[src/rtl/bnn_pkg.sv]
// Shared types and helpers for the binary-neural-network layer sequencer.
package bnn_pkg;

    localparam int DATA_W_DEF = 8;

    typedef enum logic [1:0] {
        IDLE,
        RUN,
        DRAIN,
        DONE
    } state_t;

    // Counts set bits in a result vector of up to 16 neurons.
    function automatic int unsigned popcount_of(input logic [15:0] v);
        int unsigned n;
        n = 0;
        for (int i = 0; i < 16; i++) begin
            n = n + 32'(v[i]);
        end
        return n;
    endfunction

endpackage

[src/rtl/bnn_layer_sequencer_if.sv]
// Load channel and neuron-facing bus between the layer sequencer and its neighbours.
interface bnn_layer_sequencer_if
    import bnn_pkg::*;
#(
    parameter int DATA_W = DATA_W_DEF
);
    logic              load_valid;
    logic [DATA_W-1:0] load_data;
    logic              load_ready;
    logic [DATA_W-1:0] x_out;
    logic [DATA_W-1:0] weight_out;
    logic              neuron_en;
    logic              o_neuron;

    modport master (
        input  load_valid,
        input  load_data,
        input  o_neuron,
        output load_ready,
        output x_out,
        output weight_out,
        output neuron_en
    );

    modport slave (
        output load_valid,
        output load_data,
        output o_neuron,
        input  load_ready,
        input  x_out,
        input  weight_out,
        input  neuron_en
    );
endinterface

[src/rtl/bnn_weight_bank.sv]
// Weight bank: byte-serial writes through a wrapping pointer, indexed read for issue.
module bnn_weight_bank
    import bnn_pkg::*;
#(
    parameter int NUM_NEURONS = 8,
    parameter int DATA_W      = DATA_W_DEF
) (
    input  logic                           clk,
    input  logic                           rst_n,
    input  logic                           wr_en,
    input  logic [DATA_W-1:0]              wr_data,
    input  logic [$clog2(NUM_NEURONS)-1:0] rd_addr,
    output logic [DATA_W-1:0]              rd_data,
    output logic                           bank_full
);
    localparam int IW = $clog2(NUM_NEURONS);

    logic [DATA_W-1:0] bank [NUM_NEURONS];
    logic [IW-1:0]     wr_ptr;

    // bank_full is sticky: reloading after a wrap overwrites in order without clearing it.
    always_ff @(posedge clk or negedge rst_n) begin
        if (!rst_n) begin
            wr_ptr    <= '0;
            bank_full <= 1'b0;
            for (int i = 0; i < NUM_NEURONS; i++) begin
                bank[i] <= '0;
            end
        end else if (wr_en) begin
            bank[wr_ptr] <= wr_data;
            if (wr_ptr == IW'(NUM_NEURONS - 1)) begin
                wr_ptr    <= '0;
                bank_full <= 1'b1;
            end else begin
                wr_ptr <= wr_ptr + 1'b1;
            end
        end
    end

    assign rd_data = bank[rd_addr];

endmodule

[src/rtl/bnn_layer_sequencer.sv]
// Drives one time-multiplexed binary neuron through a full layer and packs its result bits.
// Optional BNN_POPCOUNT_EN adds registered popcount/majority outputs.
module bnn_layer_sequencer
    import bnn_pkg::*;
#(
    parameter int NUM_NEURONS = 8,
    parameter int DATA_W      = DATA_W_DEF,
    parameter int NEURON_LAT  = 1
) (
    input  logic                                  clk,
    input  logic                                  rst_n,
    bnn_layer_sequencer_if.master                 nif,
    input  logic                                  start,
    input  logic [DATA_W-1:0]                     input_data,
    output logic                                  busy,
    output logic                                  bank_full,
    output logic [NUM_NEURONS-1:0]                result,
`ifdef BNN_POPCOUNT_EN
    output logic [$clog2(NUM_NEURONS+1)-1:0]      popcount,
    output logic                                  majority,
`endif
    output logic                                  result_valid
);
    localparam int IW = $clog2(NUM_NEURONS);

    state_t                 state;
    logic [IW-1:0]          idx;
    logic [1:0]             drain_cnt;
    logic                   out_of_reset;
    logic [DATA_W-1:0]      x_q;
    logic [DATA_W-1:0]      rd_data;
    logic                   neuron_en;
    logic                   start_ok;
    logic                   last_issue;
    logic                   enter_done;
    logic                   cap_valid;
    logic [IW-1:0]          cap_idx;
    logic [NUM_NEURONS-1:0] result_next;

    assign start_ok       = (state == IDLE) && start && bank_full;
    assign nif.load_ready = out_of_reset && (state == IDLE) && !start;
    assign neuron_en      = (state == RUN);
    assign nif.neuron_en  = neuron_en;
    assign nif.weight_out = neuron_en ? rd_data : '0;
    assign nif.x_out      = x_q;
    assign busy           = (state == RUN) || (state == DRAIN);
    assign last_issue     = (state == RUN) && (idx == IW'(NUM_NEURONS - 1));
    assign enter_done     = (last_issue && (NEURON_LAT == 0)) ||
                            ((state == DRAIN) && (drain_cnt == 2'(NEURON_LAT - 1)));

    bnn_weight_bank #(
        .NUM_NEURONS (NUM_NEURONS),
        .DATA_W      (DATA_W)
    ) u_bank (
        .clk       (clk),
        .rst_n     (rst_n),
        .wr_en     (nif.load_valid && nif.load_ready),
        .wr_data   (nif.load_data),
        .rd_addr   (idx),
        .rd_data   (rd_data),
        .bank_full (bank_full)
    );

    // Each issue's {valid, index} travels NEURON_LAT stages so the returning bit lands in its slot.
    generate
        if (NEURON_LAT == 0) begin : g_nolat
            assign cap_valid = neuron_en;
            assign cap_idx   = idx;
        end else begin : g_lat
            logic [NEURON_LAT-1:0] pipe_v;
            logic [IW-1:0]         pipe_i [NEURON_LAT];

            always_ff @(posedge clk or negedge rst_n) begin
                if (!rst_n) begin
                    pipe_v <= '0;
                    for (int j = 0; j < NEURON_LAT; j++) begin
                        pipe_i[j] <= '0;
                    end
                end else begin
                    pipe_v[0] <= neuron_en;
                    pipe_i[0] <= idx;
                    for (int j = 1; j < NEURON_LAT; j++) begin
                        pipe_v[j] <= pipe_v[j-1];
                        pipe_i[j] <= pipe_i[j-1];
                    end
                end
            end

            assign cap_valid = pipe_v[NEURON_LAT-1];
            assign cap_idx   = pipe_i[NEURON_LAT-1];
        end
    endgenerate

    always_comb begin
        result_next = result;
        if (cap_valid) begin
            result_next[cap_idx] = nif.o_neuron;
        end
    end

    always_ff @(posedge clk or negedge rst_n) begin
        if (!rst_n) begin
            state        <= IDLE;
            idx          <= '0;
            drain_cnt    <= '0;
            out_of_reset <= 1'b0;
            x_q          <= '0;
            result       <= '0;
            result_valid <= 1'b0;
        end else begin
            out_of_reset <= 1'b1;
            result_valid <= enter_done;
            result       <= result_next;
            case (state)
                IDLE: begin
                    if (start_ok) begin
                        state  <= RUN;
                        idx    <= '0;
                        x_q    <= input_data;
                        result <= '0;
                    end
                end
                RUN: begin
                    if (last_issue) begin
                        idx       <= '0;
                        drain_cnt <= '0;
                        state     <= (NEURON_LAT == 0) ? DONE : DRAIN;
                    end else begin
                        idx <= idx + 1'b1;
                    end
                end
                DRAIN: begin
                    if (enter_done) begin
                        state <= DONE;
                    end else begin
                        drain_cnt <= drain_cnt + 1'b1;
                    end
                end
                DONE:    state <= IDLE;
                default: state <= IDLE;
            endcase
        end
    end

`ifdef BNN_POPCOUNT_EN
    localparam int PW = $clog2(NUM_NEURONS + 1);

    logic [PW-1:0] pop_next;

    assign pop_next = PW'(popcount_of(16'(result_next)));

    // Summary bits land together with the final result bit, on the edge entering DONE.
    always_ff @(posedge clk or negedge rst_n) begin
        if (!rst_n) begin
            popcount <= '0;
            majority <= 1'b0;
        end else if (enter_done) begin
            popcount <= pop_next;
            majority <= (int'(pop_next) * 2) > NUM_NEURONS;
        end
    end
`endif

endmodule

[src/flat_wrapper.sv]
// flat-port wrapper written by rule: the top's interface ports become plain ports
module bnn_layer_sequencer_flat import bnn_pkg::*;
#(
    parameter int NUM_NEURONS = 8,
    parameter int DATA_W      = DATA_W_DEF,
    parameter int NEURON_LAT  = 1
)
  (clk, rst_n, start, input_data, busy, bank_full, result, result_valid, nif_load_valid, nif_load_data, nif_o_neuron, nif_load_ready, nif_x_out, nif_weight_out, nif_neuron_en);
  bnn_layer_sequencer_if #(.DATA_W(DATA_W)) nif_i ();
  input  logic clk;
  input  logic rst_n;
  input  logic start;
  input  logic [DATA_W-1:0] input_data;
  output logic busy;
  output logic bank_full;
  output logic [NUM_NEURONS-1:0] result;
  output logic result_valid;
  input wire logic [$bits(nif_i.load_valid)-1:0] nif_load_valid;
  input wire logic [$bits(nif_i.load_data)-1:0] nif_load_data;
  input wire logic [$bits(nif_i.o_neuron)-1:0] nif_o_neuron;
  output wire logic [$bits(nif_i.load_ready)-1:0] nif_load_ready;
  output wire logic [$bits(nif_i.x_out)-1:0] nif_x_out;
  output wire logic [$bits(nif_i.weight_out)-1:0] nif_weight_out;
  output wire logic [$bits(nif_i.neuron_en)-1:0] nif_neuron_en;
  assign nif_i.load_valid = nif_load_valid;
  assign nif_i.load_data = nif_load_data;
  assign nif_i.o_neuron = nif_o_neuron;
  assign nif_load_ready = nif_i.load_ready;
  assign nif_x_out = nif_i.x_out;
  assign nif_weight_out = nif_i.weight_out;
  assign nif_neuron_en = nif_i.neuron_en;
  bnn_layer_sequencer #(.NUM_NEURONS(NUM_NEURONS), .DATA_W(DATA_W), .NEURON_LAT(NEURON_LAT)) u_core (.clk(clk), .rst_n(rst_n), .nif(nif_i), .start(start), .input_data(input_data), .busy(busy), .bank_full(bank_full), .result(result), .result_valid(result_valid));
endmodule
[config.mk]
export PLATFORM = sky130hd
export DESIGN_NAME = bnn_layer_sequencer_flat
export DESIGN_NICKNAME = d
export VERILOG_FILES = /design/src/rtl/bnn_pkg.sv /design/src/rtl/bnn_layer_sequencer_if.sv /design/src/rtl/bnn_weight_bank.sv /design/src/rtl/bnn_layer_sequencer.sv /design/src/flat_wrapper.sv
export SDC_FILE = /design/constraint.sdc
export NUM_CORES = 1
export LEC_CHECK = 0
export CORE_ASPECT_RATIO = 0.8
export CORE_UTILIZATION = 30
export DETAILED_ROUTE_END_ITERATION = 8
export GPL_TIMING_DRIVEN = 0
export PLACE_DENSITY = 0.52
export REMOVE_ABC_BUFFERS = 1
export SYNTH_ARGS = -nofsm -noshare
export SYNTH_HDL_FRONTEND = slang
export SYNTH_SLANG_ARGS = --single-unit
[constraint.sdc]
create_clock -name clk -period 1.8 [get_ports clk]
set_input_delay 0.36 -clock clk [delete_from_list [all_inputs] [get_ports clk]]
set_output_delay 0.36 -clock clk [all_outputs]
set_load 0.02 [all_outputs]
# After elaboration in Yosys (flattened, before gate mapping)
# Cells that the tools add are included.
[classes] n_reduce_logical=20 bitwise=2 n_lt_le_gt_ge=5 mux=24 eq_ne=9 n_addsub=3
[ops] operator="$bwmux W64" n=1
[ops] operator="$mux W8" n=7
[ops] operator="$bmux W8 S3" n=1
[ops] operator="$demux W8 S3" n=1
[ops] operator="$mux W2" n=5
[ops] operator="$logic_and A1 B1 Y1" n=9
[ops] operator="$mux W3" n=3
[ops] operator="$bwmux W8" n=1
[ops] operator="$ge A4 B4 Y1 const B" n=2
[ops] operator="$not A3 Y4" n=2
[ops] operator="$pmux W2 S4" n=1
[ops] operator="$add A3 B1 Y3 const B" n=2
[ops] operator="$eq A3 B3 Y1 const B" n=2
[ops] operator="$pmux W3 S2" n=1
[ops] operator="$reduce_and A2 Y1" n=3
[ops] operator="$reduce_and A3 Y1" n=2
[ops] operator="$eq A2 B2 Y1 const B" n=2
[ops] operator="$logic_not A2 Y1" n=2
[ops] operator="$lt A3 B4 Y1 const B" n=1
[ops] operator="$lt A4 B1 Y1 const B" n=1
[ops] operator="$ne A2 B1 Y1 const B" n=2
[ops] operator="$ne A2 B2 Y1 const B" n=2
[ops] operator="$pmux W2 S2" n=1
[ops] operator="$reduce_bool A2 Y1" n=2
[ops] operator="other kinds (7)" n=7
[word_totals] reg_bits=97 out_inout_bits=29 word_cells=82

# Depth between registers and ports, before layout
# Gate-level depths: netlist of run 1.
[depth] word_depth=8 depth_mapped=8

# Hierarchy
# A second synthesis of run 1 with hierarchy kept.
[hier_totals] hier_cells=297 area_unflattened_um2=4581.9
[by_module_without_submodules] mod="bnn_weight_bank" area_each_um2=3165.5 n_inst=1 seq_area_each_um2=1701.6 cells_per_inst=183
[by_module_without_submodules] mod="bnn_layer_sequencer" area_each_um2=1416.4 n_inst=1 seq_area_each_um2=725.7 cells_per_inst=114

# Least setup slack after synthesis of run 1
# No wires, ideal clock.
[synth_timing] path_kind="reg-to-output" startpoint="reg u_core.idx[1]" endpoint="out nif_weight_out[4]" stages_incl_launch_ff=6 setup_slack_ps=-215 arrival_time_ps=1655 n_path_buf=2 t_required_ps=1440 path_cell_list="dfrtp_1 buf_2 buf_2 mux4_2 mux2i_1 nor2_1"
[synth_via] elab_chain_cells=5
[synth_rtl] element="start: declaration" line="bnn_layer_sequencer.sv:27" source="logic [IW-1:0] idx;"
[synth_rtl] element="start signal: assignment" line="bnn_layer_sequencer.sv:129" source="idx <= idx + 1'b1;"
[synth_rtl] element="$not A3 Y4 (not written as such)" line="bnn_weight_bank.sv:40" source="assign rd_data = bank[rd_addr];"
[synth_rtl] element="$bmux W8 S3" line="bnn_weight_bank.sv:40"
[synth_rtl] element="$mux W8 (not written as such) (2 in series)" line="bnn_weight_bank.sv:40"
[synth_rtl] element="$mux W8" line="bnn_layer_sequencer.sv:44" source="assign nif.weight_out = neuron_en ? rd_data : '0;"
[synth_rtl] element="end: declaration" line="flat_wrapper.sv:23" source="output wire logic [$bits(nif_i.weight_out)-1:0] nif_weight_out;"
# No other way between the ends. The select of a mux whose other input is x is not followed.

# Final worst setup path of run 1
[layout_timing] startpoint="reg u_core.idx[1]" endpoint="out nif_weight_out[6]"
# The elaborated chain is that of the path after synthesis.

==> flow_summary.json, run 1 <==
{
  "status": "finished with violations",
  "violations": "design-rule violations, negative setup slack",
  "synth_compound_area_share_pct": 2.13,
  "fin_nets": 413,
  "clock_sinks": 97,
  "synthMuxAreaShare_pct": 28.3,
  "vias": 2752,
  "cap_viol_max_count": 0,
  "clockRootBuffer": "clkbuf_16",
  "portBuffers": 49,
  "drc": 6,
  "yosysTopAreaCellShare_pct": 54.3,
  "core.rowCount": 39,
  "fin_worst_skew_ns": 0.00698,
  "drt-total-wl_um": 10100,
  "dr.pass1.iters": 7,
  "hold_violations": 0,
  "htreeDepth": 3,
  "period_share_pct": 122,
  "synth_cell_types": 39,
  "diodes": 0,
  "final_cell_mix": "dfrtp_1, clkdlybuf4s50_1, mux2_4, mux2_2, nand2_1",
  "crit_required_ns": 1.44,
  "r2r-start": "u_core.state[0]",
  "worstMarginPinSlew_ns": 0.789,
  "synthArstFlopShare_pct": 100,
  "yosys.area.top_type": "dfrtp_1",
  "ys_seq_elements": 97,
  "grt_max_degree": 71,
  "design.core.area_um2": 14400,
  "cp.arrival_ns": 1.84,
  "drtAntennaViolNets": 0,
  "die_y_um": 111,
  "finalSetupTns_ns": -7.66,
  "synth_top_family_by_area": "multiplexers",
  "drv_slew": 0,
  "timing_worst_setup_path_type": "flop to output port",
  "synth-simple-area-share_pct": 10.6,
  "ys_top_cells_by_area": "dfrtp_1, mux2_2, mux4_2, mux2i_1, nand2_1",
  "setup_violations": 77,
  "start_util_pct": 31.0,
  "grtUsageMet1_pct": 18.8,
  "synth-adder-area-share_pct": 2.52,
  "ys_warn_count": 0,
  "slew_headroom_pct": 47.4,
  "drt_iter0_drc": 117,
  "clk_latency_ns": 0.34,
  "place_area_um2": 5150,
  "antenna_found_initial": 0,
  "critPathLaunchType": "flop",
  "cts_tree": "yes",
  "fp.dieW_um": 138,
  "ios": 50,
  "synth_area_um2": 4470,
  "holdCritStartpoint": "u_core.nif.x_out[6]",
  "rsz0062_at_grt": "true",
  "synth_seq_area_share_pct": 54.3,
  "max_clock_freq_mhz": 455,
  "finalCriticalPeriod_ns": 2.20,
  "grt_pass1_wl_um": 16000,
  "synth_flop_cell": "dfrtp_1",
  "clk_pin_slew_ns": 0.06,
  "dpl.hpwl_um": 6080,
  "overflow": 0,
  "irDropWorstVdd_uv": 772,
  "layout-drive-gt1-share_pct": 40.1,
  "top_usage_layer": "met2",
  "syn_inst": 314,
  "met3_usage_pct": 3.11,
  "viasPerCell": 4.82,
  "cts_buffers": 9,
  "whs_path_depth": 2,
  "hold_path.class": "flop to flop",
  "synthXorXnorAreaFrac_pct": 0,
  "final_common_cell": "dfrtp_1",
  "end_kind": "output port",
  "setup_ws_ns": -0.399,
  "wl_per_cell_um": 17.6,
  "p_leak_uw": 0.00276,
  "synth_edf_count": 0,
  "finalInstanceArea_um2": 5970,
  "die_area_um2": 15400,
  "grt_usage_pct": 13.7,
  "worstRegToRegCells": 7,
  "grt_pass1_vias": 2890,
  "power_density_nw_per_um2": 1530,
  "post-place-ws_ns": -1.19,
  "synth_area_per_cell_um2": 14.2,
  "gp_congestion": 0.709,
  "crit_start": "u_core.idx[1]",
  "grtUsageMet2_pct": 21.9,
  "area_growth_pct": 33.8,
  "cts_buffer_depth": 2,
  "cp_max_fo": 9
}
## timing repair
| item | in CTS | in global routing |
|---|---|---|
| gates resized for setup | 98 | 22 |
| pin swaps | 9 | 7 |
| endpoints found under the hold margin | 27 | 0 |
| cloned | 1 | 0 |
| setup endpoints to repair | 82 | 73 |
| hold buffers | 1 | 0 |
| setup buffers | 18 | 2 |
## critical path, stage by stage (launching register included)
cell	delay [ns]
dfrtp_4	0.46
buf_12	0.16
mux4_2	0.50
mux2i_1	0.15
nor2_1	0.07
buf_4	0.16
## routing by layer
metal	vias up	wire (µm)
li1	1283	-
met1	1425	4960
met2	35	4750
met3	9	243
met4	0	102
met5	-	0
## state kept, by name, summed over array words and instances, names as in the netlist
signal / count
u_core.u_bank.bank: 64
u_core.result: 8
u_core.out_of_reset: 1
u_core.nif.x_out: 8
u_core.idx: 3
u_core.state: 2
u_core.u_bank.bank_full: 1
u_core.cap_valid: 1
u_core.u_bank.wr_ptr: 3
u_core.cap_idx: 3
u_core.drain_cnt: 2
u_core.result_valid: 1
## power breakdown
| part | internal, µW | leakage (µW) | switching, µW |
|---|---|---|---|
| combinational | 2050 | 0.00132 | 1390 |
| clock | 1330 | 0.000162 | 786 |
| sequential | 2870 | 0.00128 | 729 |
| total | 6250 | 0.00276 | 2910 |
## kinds of logic after synthesis
logic type	after synthesis
other cells	1
buf+inv	21
compound gates	12
flops	97
simple gates	76
mux	98
fa+ha+maj	9
## worst paths after layout
kind                                     endpoint  slack, ns
max                             nif_weight_out[6]      -0.40
min                           u_core.nif.x_out[6]       0.47
max in group asynchronous           u_core.idx[2]       0.64
min in group asynchronous     u_core.result_valid       0.48
max reg2reg                u_core.u_bank.bank[24]      -0.12
min reg2reg                   u_core.nif.x_out[6]       0.47
## synth_stat cells (all sizes together) (2+ instances only)
cell type,n
nor4b,3
a22o,3
nand4,2
mux2,66
and2,2
nor4bb,3
nand3,3
ha,9
nand4b,6
mux2i,16
nor2,17
nand3b,2
clkbuf,5
inv,8
nand2,31
mux4,16
nor3,2
a21oi,2
buf,8
dfrtp,97
a21o,2
## area by class of cell
type                       instances  area [µm²]
clock buffer                      13         270
clock inverter                     2        60.1
fill                            1322        8420
inverter                           8        33.8
multi-input combinational        196        2200
sequential                        97        2440
tap                              184         230
timing repair buffer              71         741
## metrics by stage
step | power, µW | std cells | util [%] | hold WS [ns]
2_1_floorplan | 5290 | 301 | - | 0.0644
3_3_place_gp | 6300 | 534 | 35.6 | 0.460
3_5_place_dp | 6380 | 535 | 35.8 | 0.310
4_1_cts | 9190 | 570 | 41.0 | 0.483
5_1_grt | 9670 | 571 | 41.5 | 0.511
6_report | 9160 | 571 | 41.5 | 0.474
Power figures use the tool's default switching activity.
==> inputs of run 2 (changes only) <==
--- a/config.mk
+++ b/config.mk
@@ -8,8 +8,9 @@
 export CORE_ASPECT_RATIO = 0.8
 export CORE_UTILIZATION = 30
 export DETAILED_ROUTE_END_ITERATION = 8
-export GPL_TIMING_DRIVEN = 0
+export GPL_TIMING_DRIVEN = 1
 export PLACE_DENSITY = 0.52
+export RECOVER_POWER = 50
 export REMOVE_ABC_BUFFERS = 1
 export SYNTH_ARGS = -nofsm -noshare
 export SYNTH_HDL_FRONTEND = slang
==> run 2 against run 1 <==
Compared with the run above: the flow still finishes with violations (design-rule violations, negative setup slack); combinational power is 9.6% higher; critical path depth is the same; routed wire length up 0.60%; count of clock-buffer cells in the layout is 3 lower; first-iteration DRC count up 41%; via count grew 4.0%; fmax is 2.2% higher; die area unchanged; total power shrank 0.92%; design area rose by 0.94%; clock skew shrank 0.0015 ns; largest power group is now combinational logic.
==> flow_summary.json, run 2 (synthesized netlist as in run 1, its figures left out) <==
{
  "status": "finished with violations",
  "violations": "design-rule violations, negative setup slack",
  "power_frac_comb_pct": 41.5,
  "fin_worst_skew_ns": 0.00552,
  "cts_buffer_depth": 2,
  "fp.dieW_um": 138,
  "grt_usage_pct": 14.0,
  "final_util_pct": 41.9,
  "design.core.area_um2": 14400,
  "clockRootBuffer": "clkbuf_16",
  "fin_nets": 443,
  "diodes": 0,
  "fillers": 1283,
  "grt_max_degree": 98,
  "wl_per_cell_um": 16.8,
  "setup_ws_ns": -0.352,
  "largest_reg_flops": 64,
  "die_area_um2": 15400,
  "internal-power_uw": 6170,
  "antenna_found_initial": 0,
  "place_area_um2": 5520,
  "critPathLaunchType": "flop",
  "portBuffers": 49,
  "worstRegToRegCells": 9,
  "regMostFlops": "u_core.u_bank.bank",
  "overflow": 0,
  "pwr-share-seq_pct": 37.3,
  "irDropWorstVdd_uv": 527,
  "viasPerCell": 4.76,
  "cp.arrival_ns": 1.79,
  "finalCriticalPeriod_ns": 2.15,
  "cp_max_fo": 8,
  "hold_buffers": 0,
  "hold_violations": 0,
  "grt_pass1_vias": 2965,
  "clock_sinks": 97,
  "final_common_cell": "dfrtp_1",
  "clock_power_share_pct": 21.2,
  "grt_pass1_wl_um": 16600,
  "start_util_pct": 31.0,
  "dr.pass1.iters": 8,
  "max_clock_freq_mhz": 465,
  "final_cell_mix": "dfrtp_1, mux2_2, buf_4",
  "p_sw_uw": 2910,
  "drc": 6,
  "drt_iter0_drc": 165,
  "p_leak_uw": 0.00291,
  "slew_headroom_pct": 10.8,
  "end_kind": "output port",
  "die_y_um": 111,
  "drtAntennaViolNets": 0,
  "power_density_nw_per_um2": 1500,
  "cap_viol_max_count": 0,
  "timing_worst_setup_path_type": "flop to output port",
  "cts_tree": "yes",
  "rsz0062_at_grt": "true",
  "layout-drive-gt1-share_pct": 42.7,
  "seq_area_um2": 2430,
  "worstMarginPinSlew_ns": 1.34,
  "drv_slew": 0,
  "setup_violations": 33,
  "clk_latency_ns": 0.34,
  "finalInstanceArea_um2": 6030,
  "clk_pin_slew_ns": 0.06,
  "vias": 2862,
  "area_growth_pct": 35.0,
  "ios": 50,
  "core.rowCount": 39,
  "sw_frac_of_total_pct": 32.0,
  "reg2reg_slack_ns": -0.18,
  "period_share_pct": 120,
  "htreeDepth": 3,
  "dpl.hpwl_um": 6720,
  "drt-total-wl_um": 10100,
  "cts_buffers": 9,
  "gp_congestion": 0.741,
  "crit_required_ns": 1.44,
  "hold_path.class": "primary input to asynchronous set/reset pin",
  "multi_input_area_um2": 2100
}
## run 2: routing by layer
layer  track usage, %  up-vias  part of all wire, %
met2             21.3       38                   46
met4             3.90        0                  1.1
met3             2.94        9                  2.1
li1                 -     1341                    -
met1             20.2     1474                   51
met5                0        -                    0
## run 2: cell type report
cell class                      count  area share (%)
Tap cell                          184            3.82
Sequential cell                    97            40.3
Clock buffer                       10            3.96
Clock inverter                      5           0.934
Timing Repair Buffer              101            15.7
Multi-Input combinational cell    196            34.8
Inverter                            8           0.498
## run 2: critical path: stages (launching register included)
cell	delay, ns
dfrtp_2	0.44
buf_12	0.16
mux4_2	0.49
mux2i_1	0.14
nor2_1	0.06
buf_2	0.15
## run 2: power by group through the flow
stage / Combinational, µW / Clock (µW) / Sequential [µW]
2_1_floorplan: 1690 / 0 / 3600
3_3_place_gp: 3420 / 0 / 3380
3_5_place_dp: 3480 / 0 / 3390
4_1_cts: 3690 / 1990 / 3380
5_1_grt: 4060 / 2060 / 3480
6_report: 3770 / 1920 / 3390
## run 2: repair_timing
item                                    CTS  global route
pin swaps                                 3             5
setup buffers                             4             7
endpoints found under the setup margin   76            53
resized for setup                        81            12
## run 2: path summary, 6_finish.rpt
check,from,to
max in group asynchronous,rst_n,u_core.idx[1]
max,u_core.idx[1],nif_weight_out[5]
min,rst_n,u_core.state[1]
min in group clk,u_core.nif.x_out[2],u_core.nif.x_out[2]
max reg2reg,u_core.idx[1],u_core.state[1]
min reg2reg,u_core.nif.x_out[2],u_core.nif.x_out[2]
## run 2: through the flow
step	setup WS, ns	TNS (ns)	total power [µW]	instances	hold WS, ns
after floorplan	-0.380	-7.31	5290	301	0.0644
after global routing	-0.452	-7.56	9610	601	0.509
after detailed placement	-0.431	-21.40	6870	575	0.462
after global placement	-0.447	-20.35	6800	575	0.462
final	-0.352	-4.06	9070	601	0.453
after CTS	-0.379	-4.09	9060	594	0.0950
